[config.mk]
export PLATFORM = sky130hd
export DESIGN_NAME = seq_shifter_flat
export DESIGN_NICKNAME = d
export VERILOG_FILES = /design/src/rtl/seq_shifter_if.sv /design/src/rtl/seq_shifter.sv /design/src/flat_wrapper.sv
export SDC_FILE = /design/constraint.sdc
export NUM_CORES = 1
export LEC_CHECK = 0
export CAP_MARGIN = 10
export CORE_UTILIZATION = 50
export CTS_CLUSTER_SIZE = 28
export DETAILED_ROUTE_END_ITERATION = 10
export DONT_BUFFER_PORTS = 1
export PLACE_DENSITY = 0.66
export REMOVE_ABC_BUFFERS = 1
export SLEW_MARGIN = 20
export SYNTH_ARGS = -nofsm -noshare
export SYNTH_HDL_FRONTEND = slang
export SYNTH_SLANG_ARGS = --single-unit
[constraint.sdc]
create_clock -name i_clk -period 3.4 [get_ports i_clk]
set_input_delay 0.51 -clock i_clk [delete_from_list [all_inputs] [get_ports i_clk]]
set_output_delay 0.51 -clock i_clk [all_outputs]
set_load 0.005 [all_outputs]
[src/rtl/seq_shifter_if.sv]
// Request/response bundle for seq_shifter: operation request in, status and result out.
interface seq_shifter_if #(
  parameter int WIDTH = 8,
  parameter int AMT_W = 8
);
  logic             i_start;
  logic [1:0]       i_mode;
  logic [WIDTH-1:0] i_data1;
  logic [AMT_W-1:0] i_data2;
  logic             o_busy;
  logic             o_done;
  logic [WIDTH-1:0] o_output;

  modport master (
    output i_start, i_mode, i_data1, i_data2,
    input  o_busy, o_done, o_output
  );

  modport slave (
    input  i_start, i_mode, i_data1, i_data2,
    output o_busy, o_done, o_output
  );
endinterface

[src/rtl/seq_shifter.sv]
// Multi-cycle shifter: moves the operand up to STEP bit positions per clock
// for SLL/SRL/SRA/ROR and publishes the result with a one-cycle DONE pulse.
module seq_shifter #(
  parameter int WIDTH = 8,
  parameter int STEP  = 1,
  parameter int AMT_W = 8
) (
  input  logic          i_clk,
  input  logic          i_rst_n,
  seq_shifter_if.slave  bus
);

  localparam int LW = $clog2(WIDTH);
  localparam int CW = LW + 1;
  localparam int XW = (AMT_W > CW) ? AMT_W : CW;

  localparam logic [1:0] MODE_SLL = 2'b00;
  localparam logic [1:0] MODE_SRL = 2'b01;
  localparam logic [1:0] MODE_SRA = 2'b10;
  localparam logic [1:0] MODE_ROR = 2'b11;

  typedef enum logic [1:0] {
    IDLE = 2'd0,
    RUN  = 2'd1,
    FIN  = 2'd2
  } state_t;

  state_t           r_state;
  state_t           w_next;
  logic             w_accept;
  logic             w_busy;
  logic             w_done;
  logic [1:0]       r_mode;
  logic [CW-1:0]    r_cnt;
  logic [WIDTH-1:0] r_work;
  logic [WIDTH-1:0] r_result;
  logic [XW-1:0]    w_amtX;
  logic [CW-1:0]    w_effAmt;
  logic [CW-1:0]    w_step;
  logic [CW-1:0]    w_rorBack;
  logic [WIDTH-1:0] w_shifted;

  always_ff @(posedge i_clk or negedge i_rst_n) begin
    if (!i_rst_n) begin
      r_state <= IDLE;
    end else begin
      r_state <= w_next;
    end
  end

  // A new request is taken in IDLE and also in FIN, so a held START chains operations.
  always_comb begin
    w_next   = r_state;
    w_accept = 1'b0;
    w_busy   = 1'b0;
    w_done   = 1'b0;
    case (r_state)
      IDLE: begin
        if (bus.i_start) begin
          w_accept = 1'b1;
          w_next   = RUN;
        end
      end
      RUN: begin
        w_busy = 1'b1;
        if (r_cnt == '0) begin
          w_next = FIN;
        end
      end
      FIN: begin
        w_done = 1'b1;
        if (bus.i_start) begin
          w_accept = 1'b1;
          w_next   = RUN;
        end else begin
          w_next = IDLE;
        end
      end
      default: w_next = IDLE;
    endcase
  end

  // Rotates wrap modulo WIDTH; plain shifts saturate at WIDTH since anything beyond is all fill.
  always_comb begin
    w_amtX = XW'(bus.i_data2);
    if (bus.i_mode == MODE_ROR) begin
      w_effAmt = CW'(w_amtX & XW'(WIDTH - 1));
    end else if (w_amtX >= XW'(WIDTH)) begin
      w_effAmt = CW'(WIDTH);
    end else begin
      w_effAmt = CW'(w_amtX);
    end

    w_step    = (r_cnt > CW'(STEP)) ? CW'(STEP) : r_cnt;
    w_rorBack = CW'(WIDTH) - w_step;

    case (r_mode)
      MODE_SLL: w_shifted = r_work << w_step;
      MODE_SRL: w_shifted = r_work >> w_step;
      MODE_SRA: w_shifted = $unsigned($signed(r_work) >>> w_step);
      MODE_ROR: w_shifted = (r_work >> w_step) | (r_work << w_rorBack);
      default:  w_shifted = r_work;
    endcase
  end

  always_ff @(posedge i_clk or negedge i_rst_n) begin
    if (!i_rst_n) begin
      r_mode   <= MODE_SLL;
      r_cnt    <= '0;
      r_work   <= '0;
      r_result <= '0;
    end else if (w_accept) begin
      r_mode <= bus.i_mode;
      r_cnt  <= w_effAmt;
      r_work <= bus.i_data1;
    end else if (r_state == RUN) begin
      if (r_cnt != '0) begin
        r_work <= w_shifted;
        r_cnt  <= r_cnt - w_step;
      end else begin
        r_result <= r_work;
      end
    end
  end

  assign bus.o_busy   = w_busy;
  assign bus.o_done   = w_done;
  assign bus.o_output = r_result;

endmodule

[src/flat_wrapper.sv]
// flat-port wrapper written by rule: the top's interface ports become plain ports
module seq_shifter_flat 
#(
  parameter int WIDTH = 8,
  parameter int STEP  = 1,
  parameter int AMT_W = 8
)
  (i_clk, i_rst_n, bus_i_start, bus_i_mode, bus_i_data1, bus_i_data2, bus_o_busy, bus_o_done, bus_o_output);
  seq_shifter_if #(.WIDTH(WIDTH), .AMT_W(AMT_W)) bus_i ();
  input  logic i_clk;
  input  logic i_rst_n;
  input wire logic [$bits(bus_i.i_start)-1:0] bus_i_start;
  input wire logic [$bits(bus_i.i_mode)-1:0] bus_i_mode;
  input wire logic [$bits(bus_i.i_data1)-1:0] bus_i_data1;
  input wire logic [$bits(bus_i.i_data2)-1:0] bus_i_data2;
  output wire logic [$bits(bus_i.o_busy)-1:0] bus_o_busy;
  output wire logic [$bits(bus_i.o_done)-1:0] bus_o_done;
  output wire logic [$bits(bus_i.o_output)-1:0] bus_o_output;
  assign bus_i.i_start = bus_i_start;
  assign bus_i.i_mode = bus_i_mode;
  assign bus_i.i_data1 = bus_i_data1;
  assign bus_i.i_data2 = bus_i_data2;
  assign bus_o_busy = bus_i.o_busy;
  assign bus_o_done = bus_i.o_done;
  assign bus_o_output = bus_i.o_output;
  seq_shifter #(.WIDTH(WIDTH), .STEP(STEP), .AMT_W(AMT_W)) u_core (.i_clk(i_clk), .i_rst_n(i_rst_n), .bus(bus_i));
endmodule
Yosys cells after proc, flatten, opt, wreduce, memory -nomap -nowiden. Cells that the tools add are included.

Add/subtract/negate cells: 2. Order comparisons: 2. Equal/unequal tests: 8. Shift-type cells: 4. Muxes and demuxes: 18. Bitwise operators: 3. Reductions and logical operators: 10.

Operators with widths (count): 8-bit one-hot mux with 4 select lines (1); 4-bit 2-to-1 mux (6); 8-bit 2-to-1 mux (3); 8-bit by 4-bit << shifter with 8-bit output (2); 2-bit equality test, second input constant (4); 8-bit by 4-bit >= comparator with 1-bit output, second input constant (1); 8-bit bitwise OR (1); 8-bit by 4-bit right shift with 8-bit output (1); 8-bit by 4-bit >>> shifter with 8-bit output (1); 2-bit one-hot mux with 3 select lines (1); 1-bit 2-to-1 mux (5); 2-bit by 1-bit equality test with 1-bit output, second input constant (2); 4-bit by 1-bit greater-than comparator with 1-bit output, second input constant (1); 2-bit logical NOT (2); 4-bit logical NOT (1); 2-bit 2-to-1 mux (2); 2-bit AND reduction (2); 2-bit nonzero test (2); 4-bit nonzero test (1); 4-bit subtractor (1); 4-bit subtractor, first input constant (1); 3-bit AND reduction (1); 2-bit by 1-bit != test with 1-bit output, second input constant (1); 2-bit != test, second input constant (1); other kinds (2) (3).

Bits in registers: 24. Output and inout bits: 10.

Logic depth before layout (Yosys ltp). Gate-level depths: netlist of run 1.

Word-level depth: 9. Gate-level depth with buffers: 7. Mapped depth without buffers: 7.

Least setup slack after synthesis of run 1. Ideal clock, no wire load.

Kind: reg-to-reg. From: register u_core.r_cnt[2]. To: register u_core.r_work[4]. Data arrival time: 1.963 ns. Required time: 3.273 ns. Setup slack: 1.310 ns. Stages on the path, launching flop included: 8. Path through: dfrtp_1 -> nor4_4 -> ha_1 -> clkbuf_1 -> and4_1 -> a21o_1 -> a221oi_1 -> nor2_1.

Longest elaborated chain between the ends: 9. Elaborated cells between the ends (all ways): 15. Classes of those cells: add/sub (1); order compare (1); shift (4); mux (5); bitwise (1); reduce/logical (3).

Ends and longest elaborated chain: start: declaration (line seq_shifter.sv:34) `logic [CW-1:0] r_cnt;`; start signal: assignment (line seq_shifter.sv:114) `r_cnt <= w_effAmt;`; start signal: assignment (line seq_shifter.sv:119) `r_cnt <= r_cnt - w_step;`; 4-bit by 1-bit greater-than comparator with 1-bit output (line seq_shifter.sv:94) `w_step = (r_cnt > CW'(STEP)) ? CW'(STEP) : r_cnt;`; 4-bit 2-to-1 mux (line seq_shifter.sv:94); 4-bit subtractor (line seq_shifter.sv:95) `w_rorBack = CW'(WIDTH) - w_step;`; 8-bit by 4-bit << shifter with 8-bit output (line seq_shifter.sv:101) `MODE_ROR: w_shifted = (r_work >> w_step) | (r_work << w_rorBack);`; 8-bit bitwise OR (line seq_shifter.sv:101); 8-bit one-hot mux with 4 select lines (line seq_shifter.sv:97) `case (r_mode)`; 8-bit 2-to-1 mux (line seq_shifter.sv:117) `if (r_cnt != '0) begin`; 8-bit 2-to-1 mux (line seq_shifter.sv:116) `end else if (r_state == RUN) begin`; 8-bit 2-to-1 mux (line seq_shifter.sv:112) `end else if (w_accept) begin`; end signal: assignment (line seq_shifter.sv:115) `r_work <= bus.i_data1;`; end signal: assignment (line seq_shifter.sv:118) `r_work <= w_shifted;`; end: declaration (line seq_shifter.sv:35) `logic [WIDTH-1:0] r_work;`.

Parallel ways exist; a longest one is shown, timed or not. The select of a mux whose other input is x is not followed. A chain may end at the register's enable or synchronous reset.

Worst setup path in the final report of run 1.
From: register u_core.r_cnt[2]. To: register u_core.r_work[1].

The elaborated chain is that of the path after synthesis.

==> results by group, run 1 <==
Power and ir drop
  • Total power per unit cell area: 1030 nW/um^2
  • Combinational share of power: 0.449
  • Clock share of power: 0.110
  • Net switching power: 581 uW
  • Peak ir drop on the vdd network: approximately 530 uV
  • Net switching fraction of the power: 0.424
  • Sequential Power Share: 0.441
  • Design internal power: approximately 790 uW
  • Leakage power total: 0.000568 uW

Hold path
  • Type of the worst min-delay path: in2async

Synth
  • Sequential share of the synthesized area: 0.468
  • Warnings, synthesis: 0
  • Proportion of register bits with asynchronous set or reset after synthesis: 1.00
  • Fraction of the mapped netlist area in simple logic gates: 0.167
  • Flip-flop and latch count after synthesis: 24
  • Share of the synthesized area in compound gates (AO/OA/AOI/OAI): 0.176
  • Syn Inst Count: between 100 and 150
  • Distinct cells, synth: 36
  • Area fraction of the dominant cell type after synthesis: 0.468
  • Commonest register cell after synthesis: sky130_fd_sc_hd__dfrtp_1
  • Most frequent cell after synthesis: sky130_fd_sc_hd__dfrtp_1
  • Biggest area consumer among synthesized cells: sky130_fd_sc_hd__dfrtp_1
  • Adder-cell share of the synthesized area: 0.0195
  • Synthesized-area fraction occupied by xor and xnor cells: 0
  • Number of enable flip-flop cells after synthesis: 0
  • Area contributors post-synth: sky130_fd_sc_hd__dfrtp_1, sky130_fd_sc_hd__mux2_2, sky130_fd_sc_hd__mux2i_1, sky130_fd_sc_hd__o22ai_1, sky130_fd_sc_hd__a221oi_1
  • Post-synth design cell area: 1280 sq um
  • Leading post-synthesis cells by instance count: sky130_fd_sc_hd__dfrtp_1, sky130_fd_sc_hd__mux2_2, sky130_fd_sc_hd__nor2_1
  • Mux contribution to synthesized area: 0.127
  • Largest family of logic cells by synthesized area: compound AO/OA/AOI/OAI gates
  • Syn_area_per_cell: approximately 11 sq um

Worst setup path
  • Worst path required time: between 3 and 4 ns
  • Number of cells traversed by the worst register-to-register path: 6
  • Highest net fanout along the worst path: 7
  • Crit Path Class: reg2reg
  • Critical-path top delay cell: sky130_fd_sc_hd__dfrtp_1
  • Critical path capture point type: flip-flop
  • Kind of start point of the critical path: flip-flop
  • Cells traversed along the worst timing path: nor4_4 -> ha_1 -> nand3_1 -> o21ai_0 -> a221oi_1 -> o22ai_1
  • Delay contributed by the slowest stage of the critical path: approximately 0.47 ns
  • Critical Path AT: 2.44 ns

Clocking
  • Root buf cell: sky130_fd_sc_hd__clkbuf_4
  • Number of buffers inserted for hold repair after clock tree synthesis: 1
  • Clock tree from TritonCTS: done
  • Post-cts resize count: 0
  • Number of buffers inserted during clock tree synthesis: 3
  • Clk sink count: 24
  • Buffer depth of the longest clock path: 2
  • Clock latency on the worst-skew pair: 0.32 ns
  • # Post-CTS Setup Buffers: 0
  • # H-tree levels: 1
  • Clock transition at path regs: between 0.1 and 0.15 ns

Floorplan
  • Starting density of the core: 0.554
  • Horizontal extent of the die: between 50 and 60 um
  • Core Area: approximately 2300 sq um
  • Number of cell rows: 17
  • Die area: between 2000 and 3000 sq um
  • Overall die height: 52.7 um
  • I/O Pins: 31

Placed design
  • Number of port buffers: 0
  • Cell area after placement: between 1000 and 1500 sq um
  • Sum of net half-perimeters after detailed placement: about 1800 um
  • Placed Instances: 143
  • Final RePlAce weighted congestion: 0.829

STA
  • Total count of max-transition violations in the final report: 0
  • Highest clock rate: approximately 450 MHz
  • Share of the cycle needed by the critical path after routing: 0.648
  • Min Hold Slack: 0.151 ns
  • Total Negative Setup Slacks: 0 ns
  • Final setup violation count: 0
  • Least-Margin Pin Slew: 0.798 ns
  • Worst rel slew slack: 0.468
  • Final hold violation count: 0
  • Min cycle time layout: 2.20 ns
  • Fin Clk Skew: 0.00495 ns
  • Unrepaired setup endpoints after global routing: false

Routing
  • Iteration count of the initial detailed-routing pass: 4
  • Average routed wire per standard cell: ~17 um
  • Number of antenna-violating nets in the routed design: 0
  • Via count: 943
  • Detailed router's first-iteration violation count: 9
  • DR vias/cell: approximately 6.4
  • DRC errors left: 0
  • Routed WL: 2590 um

Finish
  • Final design instance area without fill: approximately 1300 sq um
  • Core occupancy in the finished layout: 0.574
  • Total number of nets in the final design: 144
  • Antenna Cells: 0
  • Share of final-layout standard cells stronger than drive strength 1: 0.208
  • Count of placed standard cells in the final layout, fillers left out: between 100 and 150
  • Relative area change from synthesis to final layout: 3.70%

Global route
  • Overall Global Routing Usage: 0.225
  • First-pass GRT wire length: 4460 um
  • Overall overflow remaining after global route: 0
  • Initial antenna violation count: 0
  • Largest net degree at the start of global routing: 25
  • Vias in the first global route: between 900 and 1k

Run status
  • Outcome: completed

Run
  • Max capacitance violation total: 0
[flip-flops by register name (all words and copies together), names as in the netlist]
signal,count
u_core.r_mode,2
u_core.bus.o_output,8
u_core.r_cnt,4
u_core.r_state,2
u_core.r_work,8
[cell families after synthesis]
kind of cell | after synthesis
AO/OA/AOI/OAI | 30
adder cells (fa/ha/maj) | 2
buffers and inverters | 11
flip-flops | 24
multiplexers | 15
other | 1
AND/OR/NAND/NOR | 37
[per-layer routing]
metal  wire [um]  vias to the layer above  global-route usage  share of wire
met4          38                        0              0.0746          0.015
met5           0                        -                   0              0
met3         186                        4              0.0725          0.072
met1        1090                      463               0.290           0.42
met2        1270                       26               0.352           0.49
li1            -                      450                   -              -
[power groups by stage]
stage / Combinational [uW] / Clock, uW / Sequential, uW
6_report: 616 / 151 / 605
3_3_place_gp: 594 / 0 / 605
5_1_grt: 700 / 170 / 632
4_1_cts: 622 / 155 / 604
2_1_floorplan: 506 / 0 / 564
3_5_place_dp: 609 / 0 / 611
[path summary, 6_finish.rpt]
kind / start / end / slack, ns
worst max-delay path: u_core.r_cnt[2] / u_core.r_work[1] / 1.20
worst min-delay path: i_rst_n / u_core.r_cnt[3] / 0.15
worst max register to register: u_core.r_cnt[2] / u_core.r_work[1] / 1.20
worst min register to register: u_core.bus.o_output[3] / u_core.bus.o_output[3] / 0.54
max in group asynchronous: i_rst_n / u_core.r_cnt[2] / 2.90
min in group i_clk: bus_i_data2[1] / u_core.r_cnt[1] / 0.31
[critical path, delay by kind of cell, from the launching register on]
kind	cells	cell delay (ns)
AO/OA/AOI/OAI	3	0.69
AND/OR/NAND/NOR	2	0.61
flip-flops	1	0.47
adder cells (fa/ha/maj)	1	0.34
[cells in the final DEF (no fill, tap or decap), drive strengths merged, types with 2 or more instances in the layout]
cell type and instances:
a221oi 4, ha 2, nand2 5, nor4 2, nor2 8, mux2i 5
a32oi 2, nor3 4, a31oi 2, o21ai 6, or2 3, a21oi 3
clkbuf 4, inv 6, o211ai 2, dfrtp 24, nand3 6, mux2 10
o41ai 2, o22ai 6, nand2b 4, nor2b 2
[through the flow]
step                      setup WS, ns  total power (uW)
after global routing             0.998              1500
after CTS                         1.21              1380
final                             1.20              1370
after global placement            1.27              1200
after floorplan                   1.39              1070
after detailed placement          1.24              1220
[final cells by class]
cell class | count | area, sq um
well taps | 28 | 35.0
repair buffers | 1 | 5.00
flip-flops and latches | 24 | 601
multi-input cells | 85 | 632
inverters | 6 | 22.5
fillers | 205 | 987
clock buffers | 4 | 36.3
Power figures use the tool's default switching activity.
==> run 2: changes to the inputs <==
--- a/config.mk
+++ b/config.mk
@@ -10,7 +10,7 @@
 export CTS_CLUSTER_SIZE = 28
 export DETAILED_ROUTE_END_ITERATION = 10
 export DONT_BUFFER_PORTS = 1
-export PLACE_DENSITY = 0.66
+export PLACE_DENSITY = 0.69
 export REMOVE_ABC_BUFFERS = 1
 export SLEW_MARGIN = 20
 export SYNTH_ARGS = -nofsm -noshare
==> constraint.sdc (replaced) <==
create_clock -name i_clk -period 1.9 [get_ports i_clk]
set_input_delay 0.285 -clock i_clk [delete_from_list [all_inputs] [get_ports i_clk]]
set_output_delay 0.285 -clock i_clk [all_outputs]
set_load 0.005 [all_outputs]
==> run 2 against run 1 <==
  * Utilization up 2.7 points
  * Total power up 86%
  * Routed wire length up 5.7%
  * Critical path type unchanged
  * Critical endpoint is now u_core.r_work[4]
  * Largest cell class unchanged
  * Largest power group unchanged
==> results by group, run 2 (synthesized netlist as in run 1, its figures left out) <==
Power and ir drop
  • Net switching fraction of the power: 0.419 (-0.00482)
  • Combinational share of power: 0.477 (+0.028)
  • Sequential Power Share: 0.422 (-0.019)
  • Net switching power: 1070 uW (+84%)
  • Design internal power: 1480 uW (+87%)
  • Total Power: 2550 uW (+86%)
  • Clock share of power: 0.101 (-0.009)
  • Peak ir drop on the vdd network: 946 uV (+77%)
  • Total power per unit cell area: 1830 nW/um^2 (+78%)
  • Leakage power total: 0.000601 uW (+5.9%)

STA
  • Fin Clk Skew: 0.00552 ns (+0.000575 ns)
  • Worst rel slew slack: 0.655 (+0.187)
  • Final setup violation count: 0 (unchanged)
  • Unrepaired setup endpoints after global routing: true
  • Min Hold Slack: 0.0965 ns (-0.0542 ns)
  • Slack of the critical path: 0.0132 ns (-1.18 ns)
  • Share of the cycle needed by the critical path after routing: 0.993 (+0.345)
  • Highest clock rate: 530 MHz (+17%)
  • Min cycle time layout: 1.89 ns (-0.318 ns)
  • Least-Margin Pin Slew: 0.517 ns (-0.280 ns)
  • Total count of max-transition violations in the final report: 0 (unchanged)
  • Final hold violation count: 0 (unchanged)

Global route
  • Vias in the first global route: 924 (-1.7%)
  • First-pass GRT wire length: 4470 um (+0.31%)
  • Initial antenna violation count: 0 (unchanged)
  • Largest net degree at the start of global routing: 25 (unchanged)
  • Overall Global Routing Usage: 0.230 (+0.00535)
  • Overall overflow remaining after global route: 0 (unchanged)

Finish
  • Antenna Cells: 0 (unchanged)
  • Share of final-layout standard cells stronger than drive strength 1: 0.252 (+0.0436)
  • Relative area change from synthesis to final layout: 8.58%
  • Total number of nets in the final design: 151 (+4.9%)
  • Commonest non-fill, non-tap cells in the layout: sky130_fd_sc_hd__dfrtp_1, sky130_fd_sc_hd__mux2_2, sky130_fd_sc_hd__nor2_1
  • Filler cell count: 210 (+2.4%)
  • Count of placed standard cells in the final layout, fillers left out: 155 (+4.7%)
  • Most common library cell in the layout ignoring fill and taps: sky130_fd_sc_hd__dfrtp_1
  • Final design instance area without fill: 1390 sq um (+4.7%)

Worst setup path
  • Reg-to-reg critical path startpoint: u_core.r_cnt[3]
  • CP top delay family: simple AND/OR/NAND/NOR gates
  • Reg-to-reg setup timing slack: 0.01 ns (-1.18 ns)
  • Worst reg2reg endpoint: u_core.r_work[4]
  • Crit Path Class: reg2reg
  • Delay contributed by the slowest stage of the critical path: 0.44 ns (-0.03 ns)
  • Number of cells traversed by the worst register-to-register path: 6 (unchanged)
  • Buffer and inverter count on the worst path: 0 (unchanged)
  • Critical path capture point type: flip-flop
  • Kind of start point of the critical path: flip-flop
  • Worst path required time: 2.10 ns (-1.53 ns)
  • Cells traversed along the worst timing path: nor4_4 -> ha_1 -> and4_1 -> a21o_1 -> a221oi_1 -> nor2_1
  • Critical Path AT: 2.09 ns (-0.35 ns)
  • Critical-path top delay cell: sky130_fd_sc_hd__dfrtp_1
  • Highest net fanout along the worst path: 3 (-4)

Placed design
  • Final RePlAce weighted congestion: 0.869 (+4.8%)
  • Worst Setup Slack post-DPL: 0.0130 ns (-1.22 ns)
  • Cell area after placement: 1340 sq um (+3.5%)
  • Sum of net half-perimeters after detailed placement: 2000 um (+9.2%)
  • Number of port buffers: 0 (unchanged)
  • Placed Instances: 149 (+4.2%)

Hold path
  • Hold-critical path depth: 2
  • Type of the worst min-delay path: in2reg
  • Startpoint of the worst hold path: bus_i_data2[1]
  • Hold Path End: u_core.r_cnt[1]

Routing
  • DR vias/cell: 6.24 (-2.1%)
  • Detailed router's first-iteration violation count: 30 (+21)
  • Via count: 967 (+2.5%)
  • DRC errors left: 0 (unchanged)
  • Average routed wire per standard cell: 17.6 um (+0.95%)
  • Iteration count of the initial detailed-routing pass: 6 (+2)
  • Number of antenna-violating nets in the routed design: 0 (unchanged)
  • Routed WL: 2740 um (+5.7%)

Floorplan
  • Horizontal extent of the die: 52.7 um (unchanged)
  • Core Area: 2320 sq um (unchanged)
  • I/O Pins: 31 (unchanged)
  • Die area: 2770 sq um (unchanged)
  • Overall die height: 52.7 um (unchanged)
  • Number of cell rows: 17 (unchanged)
  • Starting density of the core: 0.554 (unchanged)

Clocking
  • Clk sink count: 24 (unchanged)
  • Clock latency on the worst-skew pair: 0.31 ns (about the same)
  • Clock tree from TritonCTS: done
  • Root buf cell: sky130_fd_sc_hd__clkbuf_4
  • Clock transition at path regs: 0.12 ns (about the same)
  • Buffer depth of the longest clock path: 2 (unchanged)
  • # H-tree levels: 1 (unchanged)
  • Number of buffers inserted during clock tree synthesis: 3 (unchanged)

Run status
  • Outcome: completed

Run
  • Max capacitance violation total: 0 (unchanged)
==> run 2: changes by cell type in the layout (fill, tap and decap cells not counted), sizes merged <==
cell	before	now
dlygate4sd3	0	1
buf	1	7
==> run 2: timing repair <==
item / 4_1_cts / 5_1_grt
endpoints found under the setup margin: 0 / 6
buffers inserted: 0 / 0
endpoints found under the hold margin: 24 / 24
hold buffers: 1 / 1
gates resized for setup: 0 / 3
==> run 2: worst reg2reg max path, cell delays in order, from the launching register on <==
cell and delay (ns):
sky130_fd_sc_hd__dfrtp_1 0.44, sky130_fd_sc_hd__nor4_4 0.31, sky130_fd_sc_hd__ha_1 0.31, sky130_fd_sc_hd__and4_1 0.22, sky130_fd_sc_hd__a21o_1 0.17, sky130_fd_sc_hd__a221oi_1 0.25
sky130_fd_sc_hd__nor2_1 0.08
==> run 2: power groups by stage <==
stage	clock (uW)	sequential [uW]	combinational (uW)
6_report	259	1080	1220
5_1_grt	290	1120	1340
4_1_cts	270	1070	1200
3_5_place_dp	0	1080	1190
3_3_place_gp	0	1060	1140
2_1_floorplan	0	1010	906
==> run 2: worst max path at each step <==
stage / start / endpoint / cells past startpoint
after floorplan: u_core.r_cnt[2] / u_core.r_work[4] / 6
after global placement: u_core.r_cnt[3] / u_core.r_work[6] / 6
after detailed placement: u_core.r_cnt[3] / u_core.r_work[1] / 6
after CTS: u_core.r_cnt[3] / u_core.r_work[1] / 6
final: u_core.r_cnt[3] / u_core.r_work[4] / 6
after global routing: u_core.r_cnt[3] / u_core.r_work[7] / 7
==> run 2: area by class of cell <==
class | instances | area [sq um] | share of cell area
Tap cell | 28 | 35.0 | 0.0251
Sequential cell | 24 | 601 | 0.431
Clock buffer | 4 | 36.3 | 0.0260
Multi-Input combinational cell | 85 | 636 | 0.456
Inverter | 6 | 22.5 | 0.0162
Timing Repair Buffer | 8 | 63.8 | 0.0458
==> run 2: stage by stage <==
step	setup TNS (ns)	util
detailed placement	0	0.576
global route	-0.0998	0.601
finish	0	0.601
CTS	0	0.596
floorplan	-0.122	-
global placement	0	0.576
==> run 2: layer usage <==
layer	vias up	share of wire	GRT usage	wire length, um
met4	0	0.011	0.0658	29
met2	41	0.47	0.363	1280
met5	-	0	0	0
li1	462	-	-	-
met3	4	0.064	0.0725	174
met1	460	0.46	0.300	1260
==> run 3: changes to the inputs <==
--- a/config.mk
+++ b/config.mk
@@ -6,11 +6,11 @@
 export NUM_CORES = 1
 export LEC_CHECK = 0
 export CAP_MARGIN = 10
-export CORE_UTILIZATION = 50
+export CORE_UTILIZATION = 40
 export CTS_CLUSTER_SIZE = 28
 export DETAILED_ROUTE_END_ITERATION = 10
 export DONT_BUFFER_PORTS = 1
-export PLACE_DENSITY = 0.69
+export PLACE_DENSITY = 0.57
 export REMOVE_ABC_BUFFERS = 1
 export SLEW_MARGIN = 20
 export SYNTH_ARGS = -nofsm -noshare
==> run 3 against run 2 <==
  * Critical path depth shrank 1
  * Worst hold slack got worse by 0.015 ns
  * Cell area grew 6.5%
  * First-iteration DRC count down 17%
  * Clock-buffer cell count fell by 1
  * Utilization shrank 12 points
  * Routed wire length grew 3.4%
==> results by group, run 3 (synthesized netlist as in run 1, its figures left out) <==
Run status
  • Outcome: completed

STA
  • Final setup violation count: 0 (unchanged)
  • Share of the cycle needed by the critical path after routing: 0.961 (-0.0323)
  • Total count of max-transition violations in the final report: 0 (unchanged)
  • Final hold violation count: 0 (unchanged)
  • Min cycle time layout: 1.83 ns (-0.0615 ns)
  • Highest clock rate: 548 MHz (+3.4%)
  • Fin Clk Skew: 0.0186 ns (+0.0131 ns)
  • Unrepaired setup endpoints after global routing: false

Clocking
  • Clock tree from TritonCTS: done
  • Root buf cell: sky130_fd_sc_hd__clkbuf_4
  • Buffer depth of the longest clock path: 2 (unchanged)
  • Clock latency on the worst-skew pair: 0.33 ns (+0.02 ns)
  • Clk sink count: 24 (unchanged)
  • Clock transition at path regs: 0.15 ns (+0.03 ns)
  • # H-tree levels: 1 (unchanged)
  • Number of buffers inserted during clock tree synthesis: 3 (unchanged)

Finish
  • Most common library cell in the layout ignoring fill and taps: sky130_fd_sc_hd__dfrtp_1
  • Share of final-layout standard cells stronger than drive strength 1: 0.295 (+0.0426)
  • Relative area change from synthesis to final layout: 15.6%
  • Commonest non-fill, non-tap cells in the layout: sky130_fd_sc_hd__dfrtp_1, sky130_fd_sc_hd__mux2_2, sky130_fd_sc_hd__nor2_1, sky130_fd_sc_hd__buf_4
  • Total number of nets in the final design: 153 (+1.3%)
  • Final design instance area without fill: 1480 sq um (+6.5%)
  • Antenna Cells: 0 (unchanged)
  • Filler cell count: 299 (+42%)

Routing
  • Average routed wire per standard cell: 16.4 um (-7.3%)
  • Routed WL: 2830 um (+3.4%)
  • Number of antenna-violating nets in the routed design: 0 (unchanged)
  • Detailed router's first-iteration violation count: 25 (-17%)
  • Via count: 973 (+0.62%)
  • DR vias/cell: 5.62 (-9.8%)
  • DRC errors left: 0 (unchanged)
  • Iteration count of the initial detailed-routing pass: 4 (-2)

Floorplan
  • Core Area: 3050 sq um (+32%)
  • Overall die height: 58.7 um (+11%)
  • Horizontal extent of the die: 58.7 um (+11%)
  • Die area: 3440 sq um (+24%)
  • I/O Pins: 31 (unchanged)
  • Starting density of the core: 0.420 (-0.133)
  • Number of cell rows: 20 (+3)

Worst setup path
  • Critical Path AT: 2.07 ns (-0.02 ns)
  • Kind of start point of the critical path: flip-flop
  • Critical path capture point type: flip-flop
  • Highest net fanout along the worst path: 9 (+6)
  • Crit Path Class: reg2reg
  • Worst path required time: 2.15 ns (+0.05 ns)

Global route
  • Vias in the first global route: 945 (+2.3%)
  • First-pass GRT wire length: 4410 um (-1.4%)
  • Overall overflow remaining after global route: 0 (unchanged)
  • Overall Global Routing Usage: 0.176 (-0.0535)
  • Initial antenna violation count: 0 (unchanged)
  • Largest net degree at the start of global routing: 25 (unchanged)

Placed design
  • Sum of net half-perimeters after detailed placement: 2050 um (+2.4%)
  • Number of port buffers: 0 (unchanged)
  • Cell area after placement: 1360 sq um (+2.1%)
  • Final RePlAce weighted congestion: 0.897 (+3.3%)

Power and ir drop
  • Total Power: 2740 uW (+7.3%)
  • Peak ir drop on the vdd network: 692 uV (-27%)
  • Total power per unit cell area: 1840 nW/um^2 (+0.83%)
  • Leakage power total: 0.000624 uW (+3.8%)

Run
  • Max capacitance violation total: 0 (unchanged)

Hold path
  • Type of the worst min-delay path: in2reg
[run 3: area by class of cell]
class / count / area [sq um] / share of cell area
Clock buffer: 3 / 22.5 / 0.0152
Clock inverter: 1 / 30.0 / 0.0202
Inverter: 6 / 22.5 / 0.0152
Multi-Input combinational cell: 85 / 662 / 0.446
Sequential cell: 24 / 602 / 0.406
Tap cell: 44 / 55.1 / 0.0371
Timing Repair Buffer: 10 / 90.1 / 0.0607
[run 3: where the power goes]
group          internal, uW  switching [uW]  leakage (uW)
sequential              779             295      0.000284
clock                   214             162     0.0000279
combinational           632             656      0.000312
total                  1620            1110      0.000624
[run 3: timing repair]
item,CTS,global route
hold endpoints to repair,24,0
setup buffers,0,1
hold buffers,2,0
gates resized for setup,0,6
endpoints found under the setup margin,0,5
[run 3: worst max-delay path, cell delays in order, from the launching register on]
cell                       delay [ns]
sky130_fd_sc_hd__dfrtp_2         0.46
sky130_fd_sc_hd__nor4_4          0.35
sky130_fd_sc_hd__buf_4           0.21
sky130_fd_sc_hd__nand2b_1        0.40
sky130_fd_sc_hd__o32ai_2         0.16
sky130_fd_sc_hd__nor3_2          0.18
[run 3: per-stage QoR]
stage               std cells  hold slack (ns)  TNS [ns]  setup slack [ns]  utilization
finish                    173           0.0818         0            0.0746        0.486
global route              173           0.0764         0           0.00487        0.486
CTS                       172           0.0710         0            0.0302        0.473
detailed placement        166          -0.0100         0            0.0501        0.446
global placement          166          -0.0101         0            0.0890        0.446
floorplan                 115          -0.0106    -0.122            -0.108            -
[run 3: final timing paths]
| path | endpoint | slack, ns | cells past startpoint | startpoint |
|---|---|---|---|---|
| setup / recovery | u_core.r_work[7] | 0.07 | 5 | u_core.r_cnt[0] |
| hold / removal | u_core.r_work[2] | 0.08 | 2 | bus_i_data1[2] |
| setup reg to reg | u_core.r_work[7] | 0.07 | 5 | u_core.r_cnt[0] |
| hold reg to reg | u_core.bus.o_output[0] | 0.55 | 1 | u_core.bus.o_output[0] |
| max in group asynchronous | u_core.r_cnt[0] | 1.36 | 2 | i_rst_n |
| min in group asynchronous | u_core.bus.o_output[3] | 0.35 | 2 | i_rst_n |
[run 3: routing by layer]
metal,share of wire,up-vias,global-route usage
li1,-,471,-
met1,0.44,475,0.218
met2,0.50,23,0.296
met3,0.052,4,0.0440
met4,0.013,0,0.0714
met5,0,-,0
